### src/rtl/rtc_timer_bank.sv
// Multi-channel timer/RTC peripheral on the 24-bit I/O command bus.
// A shared programmable prescaler produces a tick. Each channel has a
// counter, a compare/alarm register, a match mode and an alarm flag.
// Ports:
//   clk    system clock, all state on the rising edge
//   rst    synchronous active-high reset
//   start  command valid, one command accepted per cycle
//   in     command {opcode[23:16], data[15:0]}
//   rdy    one-cycle reply strobe (GET/STAT)
//   out    reply {opcode, data}, zero when rdy is low
//   irq    OR of all channel alarm flags
//   led    active-low LED drive
module rtc_timer_bank #(
  parameter int unsigned CHANNELS = 4,
  parameter int unsigned CW       = 16,
  parameter int unsigned PSW      = 16,
  parameter int unsigned NLED     = 4
) (
  input  logic            clk,
  input  logic            rst,
  input  logic            start,
  input  logic [23:0]     in,
  output logic            rdy,
  output logic [23:0]     out,
  output logic            irq,
  output logic [NLED-1:0] led
);

  localparam logic [7:0] OP_RUN    = 8'd1;
  localparam logic [7:0] OP_STOP   = 8'd2;
  localparam logic [7:0] OP_SET    = 8'd3;
  localparam logic [7:0] OP_GET    = 8'd4;
  localparam logic [7:0] OP_ON     = 8'd5;
  localparam logic [7:0] OP_OFF    = 8'd6;
  localparam logic [7:0] OP_SEL    = 8'd7;
  localparam logic [7:0] OP_PRESC  = 8'd8;
  localparam logic [7:0] OP_ALARM  = 8'd9;
  localparam logic [7:0] OP_MODE   = 8'd10;
  localparam logic [7:0] OP_CLRIRQ = 8'd11;
  localparam logic [7:0] OP_STAT   = 8'd12;

  logic [CW-1:0]       count_q [CHANNELS];
  logic [CW-1:0]       count_d [CHANNELS];
  logic [CW-1:0]       cmp_q   [CHANNELS];
  logic [CW-1:0]       cmp_d   [CHANNELS];
  logic [1:0]          mode_q  [CHANNELS];
  logic [1:0]          mode_d  [CHANNELS];
  logic [CHANNELS-1:0] run_q, run_d;
  logic [CHANNELS-1:0] flag_q, flag_d;
  logic [3:0]          sel_q, sel_d;
  logic [PSW-1:0]      presc_div_q, presc_div_d;
  logic [PSW-1:0]      presc_cnt_q, presc_cnt_d;
  logic [NLED-1:0]     led_q, led_d;
  logic                rdy_q, rdy_d;
  logic [23:0]         out_q, out_d;
  logic                irq_q, irq_d;

  logic [7:0]          op;
  logic                tick;
  logic                match;
  logic [CW-1:0]       sel_count;

  // Command decode, prescaler and per-channel counter next state.
  always_comb begin
    count_d     = count_q;
    cmp_d       = cmp_q;
    mode_d      = mode_q;
    run_d       = run_q;
    flag_d      = flag_q;
    sel_d       = sel_q;
    presc_div_d = presc_div_q;
    led_d       = led_q;
    rdy_d       = 1'b0;
    out_d       = 24'd0;
    match       = 1'b0;
    sel_count   = '0;

    op          = start ? in[23:16] : 8'd0;
    tick        = (presc_cnt_q == presc_div_q);
    presc_cnt_d = tick ? '0 : presc_cnt_q + PSW'(1);

    for (int unsigned i = 0; i < CHANNELS; i++) begin
      if (4'(i) == sel_q) sel_count = count_q[i];
    end

    // Global commands; replies always carry pre-tick state.
    case (op)
      OP_GET: begin
        rdy_d = 1'b1;
        out_d = {OP_GET, 16'(sel_count)};
      end
      OP_STAT: begin
        rdy_d = 1'b1;
        out_d = {OP_STAT, 16'(flag_q)};
      end
      OP_ON, OP_OFF: begin
        for (int unsigned j = 0; j < NLED; j++) begin
          if (4'(j) == in[3:0]) led_d[j] = (op == OP_ON);
        end
      end
      OP_SEL: begin
        for (int unsigned i = 0; i < CHANNELS; i++) begin
          if (4'(i) == in[3:0]) sel_d = in[3:0];
        end
      end
      OP_PRESC: begin
        presc_div_d = in[PSW-1:0];
        presc_cnt_d = '0;
      end
      default: ;
    endcase

    for (int unsigned i = 0; i < CHANNELS; i++) begin
      // Tick processing first; selected-channel commands then override it.
      match = run_q[i] && tick && (count_q[i] == cmp_q[i]);
      if (run_q[i] && tick) begin
        if (match) begin
          flag_d[i] = 1'b1;
          case (mode_q[i])
            2'd1:    count_d[i] = '0;
            2'd2:    run_d[i]   = 1'b0;
            default: count_d[i] = count_q[i] + CW'(1);
          endcase
        end else begin
          count_d[i] = count_q[i] + CW'(1);
        end
      end

      if (4'(i) == sel_q) begin
        case (op)
          OP_RUN: begin
            run_d[i]   = 1'b1;
            count_d[i] = count_q[i];
            flag_d[i]  = flag_q[i];
          end
          OP_STOP: begin
            run_d[i]   = 1'b0;
            count_d[i] = count_q[i];
            flag_d[i]  = flag_q[i];
          end
          OP_SET:    count_d[i] = in[CW-1:0];
          OP_ALARM:  cmp_d[i]   = in[CW-1:0];
          OP_MODE:   mode_d[i]  = in[1:0];
          OP_CLRIRQ: flag_d[i]  = match;
          default: ;
        endcase
      end
    end

    irq_d = |flag_d;
  end

  // State registers.
  always_ff @(posedge clk) begin
    if (rst) begin
      for (int unsigned i = 0; i < CHANNELS; i++) begin
        count_q[i] <= '0;
        cmp_q[i]   <= '1;
        mode_q[i]  <= 2'd0;
      end
      run_q       <= '0;
      flag_q      <= '0;
      sel_q       <= 4'd0;
      presc_div_q <= '0;
      presc_cnt_q <= '0;
      led_q       <= '0;
      rdy_q       <= 1'b0;
      out_q       <= 24'd0;
      irq_q       <= 1'b0;
    end else begin
      count_q     <= count_d;
      cmp_q       <= cmp_d;
      mode_q      <= mode_d;
      run_q       <= run_d;
      flag_q      <= flag_d;
      sel_q       <= sel_d;
      presc_div_q <= presc_div_d;
      presc_cnt_q <= presc_cnt_d;
      led_q       <= led_d;
      rdy_q       <= rdy_d;
      out_q       <= out_d;
      irq_q       <= irq_d;
    end
  end

  assign rdy = rdy_q;
  assign out = out_q;
  assign irq = irq_q;
  assign led = ~led_q;

endmodule

### config.mk
export PLATFORM = sky130hd
export DESIGN_NAME = rtc_timer_bank
export DESIGN_NICKNAME = d
export VERILOG_FILES = /design/src/rtl/rtc_timer_bank.sv
export SDC_FILE = /design/constraint.sdc
export NUM_CORES = 1
export LEC_CHECK = 0
export CELL_PAD_IN_SITES_DETAIL_PLACEMENT = 0
export CELL_PAD_IN_SITES_GLOBAL_PLACEMENT = 1
export CORE_MARGIN = 3
export CORE_UTILIZATION = 45
export DETAILED_ROUTE_END_ITERATION = 8
export GPL_TIMING_DRIVEN = 0
export PLACE_DENSITY_LB_ADDON = 0.1
export SLEW_MARGIN = 20
export SYNTH_ARGS = -nofsm -noshare
export SYNTH_HDL_FRONTEND = slang
export SYNTH_SLANG_ARGS = --single-unit
### constraint.sdc
create_clock -name clk -period 6.4 [get_ports clk]
set_input_delay 1.92 -clock clk [delete_from_list [all_inputs] [get_ports clk]]
set_output_delay 1.92 -clock clk [all_outputs]
set_load 0.02 [all_outputs]
==> results of run 1 <==
## routing by layer
layer / global-route usage / share of wire
met4: 0.131 / 0.045
met3: 0.0651 / 0.11
met1: 0.449 / 0.42
met5: 0 / 0
met2: 0.482 / 0.42
## layout make-up
type,count,area share
Sequential cell,203,0.314
Inverter,27,0.00783
Multi-Input combinational cell,1091,0.507
Clock buffer,33,0.0561
Tap cell,324,0.0313
Timing Repair Buffer,38,0.0294
Buffer,135,0.0451
Clock inverter,11,0.00890
## placed cells by master (no fill, tap or decap), drive strengths merged, types with 19 or more instances in the layout
| cell type | n |
|---|---|
| nor3 | 23 |
| nand3 | 127 |
| xor2 | 62 |
| nor4 | 24 |
| nand4 | 31 |
| inv | 28 |
| nand2 | 248 |
| o21ai | 43 |
| a22oi | 25 |
| nor2 | 94 |
| buf | 42 |
| xnor2 | 38 |
| a21oi | 82 |
| clkdlybuf4s50 | 38 |
| and2 | 23 |
| clkbuf | 126 |
| dfxtp | 203 |
| a31oi | 19 |
## power groups by stage
| stage | Sequential [uW] | Combinational, uW | Clock [uW] |
|---|---|---|---|
| finish | 1270 | 174 | 1460 |
| global route | 1270 | 181 | 1530 |
| floorplan | 1300 | 89.0 | 0 |
| detailed placement | 1300 | 168 | 0 |
| CTS | 1270 | 168 | 1470 |
| global placement | 1300 | 167 | 0 |
## worst max-delay path: stages
cell and delay, ns:
clkdlybuf4s50_1 0.40, or4_4 0.59, or3_1 0.32, buf_2 0.17, nor3_4 0.41, nand2_1 0.40, clkbuf_1 0.37, nand2_1 0.15
nand3_1 0.09
## worst max-delay path by stage
stage,endpoint,from
3_3_place_gp,cmp_q[15],in[20]
5_1_grt,cmp_q[14],in[20]
2_1_floorplan,irq,in[20]
4_1_cts,cmp_q[15],in[20]
6_report,cmp_q[15],in[20]
3_5_place_dp,cmp_q[15],in[20]
## Yosys cell counts (12+ instances only)
master    instances  area share
nand2_1         247       0.082
dfxtp_1         203        0.36
nand3_1         127       0.056
clkbuf_1         93       0.031
nor2_1           92       0.031
a21oi_1          82       0.036
xor2_1           62       0.048
o21ai_0          43       0.019
xnor2_1          38       0.030
nand4_1          31       0.017
buf_2            28       0.012
inv_1            27      0.0090
a22oi_1          25       0.017
and2_1           22       0.012
nor4_1           20       0.011
a31oi_1          19       0.011
nor3_1           19      0.0084
a211oi_1         17       0.011
or3_1            15      0.0083
and3_1           14      0.0078
mux2_2           13       0.013
a222oi_1         12       0.011
o211ai_1         12      0.0080
## registers in the layout (all words and copies together), names as in the netlist
register,count
cmp_q,64
count_q,64
out,18
presc_cnt_q,16
presc_div_q,16
mode_q,8
flag_q,4
led_q,4
run_q,4
sel_q,4
irq,1
## stage by stage
stage / cell area [um2] / std cells / worst slack, ns / hold WS (ns)
CTS: 12900 / 1862 / 2.01 / 0.463
detailed placement: 12100 / 1818 / 1.46 / 0.454
floorplan: 11300 / 1456 / 2.51 / 0.436
finish: 12900 / 1862 / 1.93 / 0.461
global route: 12900 / 1862 / 1.85 / 0.481
global placement: 12100 / 1818 / 1.49 / 0.442
## cells by family (layout without fill, tap and decap cells)
kind of cell,after synthesis,after routing
buffers and inverters,162,244
other,1,6
muxes,22,22
and+or+nand+nor,639,639
xor gates and xnor gates,100,100
adders and majority gates,9,9
DFF,203,203
AOI/OAI and AO/OA,315,315
==> metrics, run 1 <==
cell area after synthesis 11300 um2; Antenna Cells 0; GRT Overall Usage 0.321; Total Nets Final 1556; Sequential Power Share 0.438; prevailing post-synth register cell dfxtp_1; final core utilization 0.529; Simple-Gate Fraction of Synth Area 0.276; Post-Synth XOR/XNOR Area 0.0777; row cnt 57; # hold bufs at CTS 0; Synth warnings 0; Final Hold Vio Count 0; unrepaired setup endpoints after global routing no; switching share of total power 0.248; drt initial violations 1605; hold endpoint mode_q[7]; P_sw 720 uW; CTS resizes 0; I/O Pins 57; Die Wd 164 um; clk_skew 0.0262 ns; critical path capture point type flop; leakage 0.00442 uW; DRC violations left 0; GP Congestion 0.974; worst min-delay path startpoint mode_q[7]; Clock Path Buffers 3; P per Cell Area 225 nW/um2; Post-synth EDFFs 0; fill cell count 2447; CP Launch Type input pin; Setup-failing EPs final 0; setup TNS 0 ns; Seq. cell area 4060 um2; first-pass GRT wire length 66000 um; kind of critical path input pin to flop; antenna violations before repair 0; Clk Latency, worst-skew pair 0.54 ns; setup slack, reg-to-reg 3.12 ns; Worst-Margin Slew 1.22 ns; multi-input logic area 6560 um2; Die Ht 164 um; TritonCTS Buffers 24; mux cell area share after synthesis 0.0210; Clock power frac 0.502; number of synthesized register bits 203; CP Data Required Time 6.76 ns; port bufs 38; Syn Inst Count 1451; Initial Util 0.461; Synth Area in Adders 0.00998; gr ovfl total 0; Logic pwr share 0.060; hold path depth 2; post-DR vias/cell 6.20; First-pass DRT Iterations 8; Avg Cell Area, Syn 7.77 um2; Worst R2R End count_q[49]; core area 24500 um2; Max-Cap Viols 0; routed via count 11500; P&R area growth vs syn 14.7%; layout cells sized above 1 0.0754; max-slew violation count 0; CTS tree yes; antenna-violating nets left 0; crit share post-route 0.698; largest family of logic cells by synthesized area simple AND/OR/NAND/NOR gates; distinct cell type count after synthesis 82; Clk Tree Root Cell clkbuf_16; internal power 2190 uW; Num Clock Sinks 203; clk slew on worst S/H paths 0.06 ns; vias in the first global route 10700; crit path time final 4.47 ns; status finished, final reports clean; post-CTS setup buffers 0; Reg2Reg Depth 9; sequential share of the synthesized area 0.360; max frequency 224 MHz; Routed WL 43700 um; H-tree levels 1; Hold Crit Class flop to flop; Reg2Reg Launch Point count_q[50]; Synth Area in Compound Gates 0.194; Worst EP arrival 4.82 ns; slew margin rel. 0.190; hpwl dp 30300 um; overall power 2910 uW; pin count of the biggest net entering global routing 14; Crit Path Max Fanout 10; post-DR wirelength/cell 23.5 um; post-synthesis async set-or-reset flop share 0; Peak VDD IR 0.200 mV; die area 27000 um2
Power figures use the tool's default switching activity.
==> run 2: changes to the inputs <==
==> constraint.sdc (replaced) <==
create_clock -name clk -period 4.5 [get_ports clk]
set_input_delay 1.35 -clock clk [delete_from_list [all_inputs] [get_ports clk]]
set_output_delay 1.35 -clock clk [all_outputs]
set_load 0.02 [all_outputs]
==> results of run 2 <==
Same layout as run 1 (identical final DEF). Status: finished, final reports clean.
Main changes from that run: setup slack after placement 1.46 ns -> 0.134 ns; setup slack after layout 1.93 ns -> 0.605 ns; register-to-register setup slack 3.12 ns -> 1.22 ns; total power 2910 uW -> 4140 uW; worst IR drop on VDD 0.200 mV -> 0.284 mV
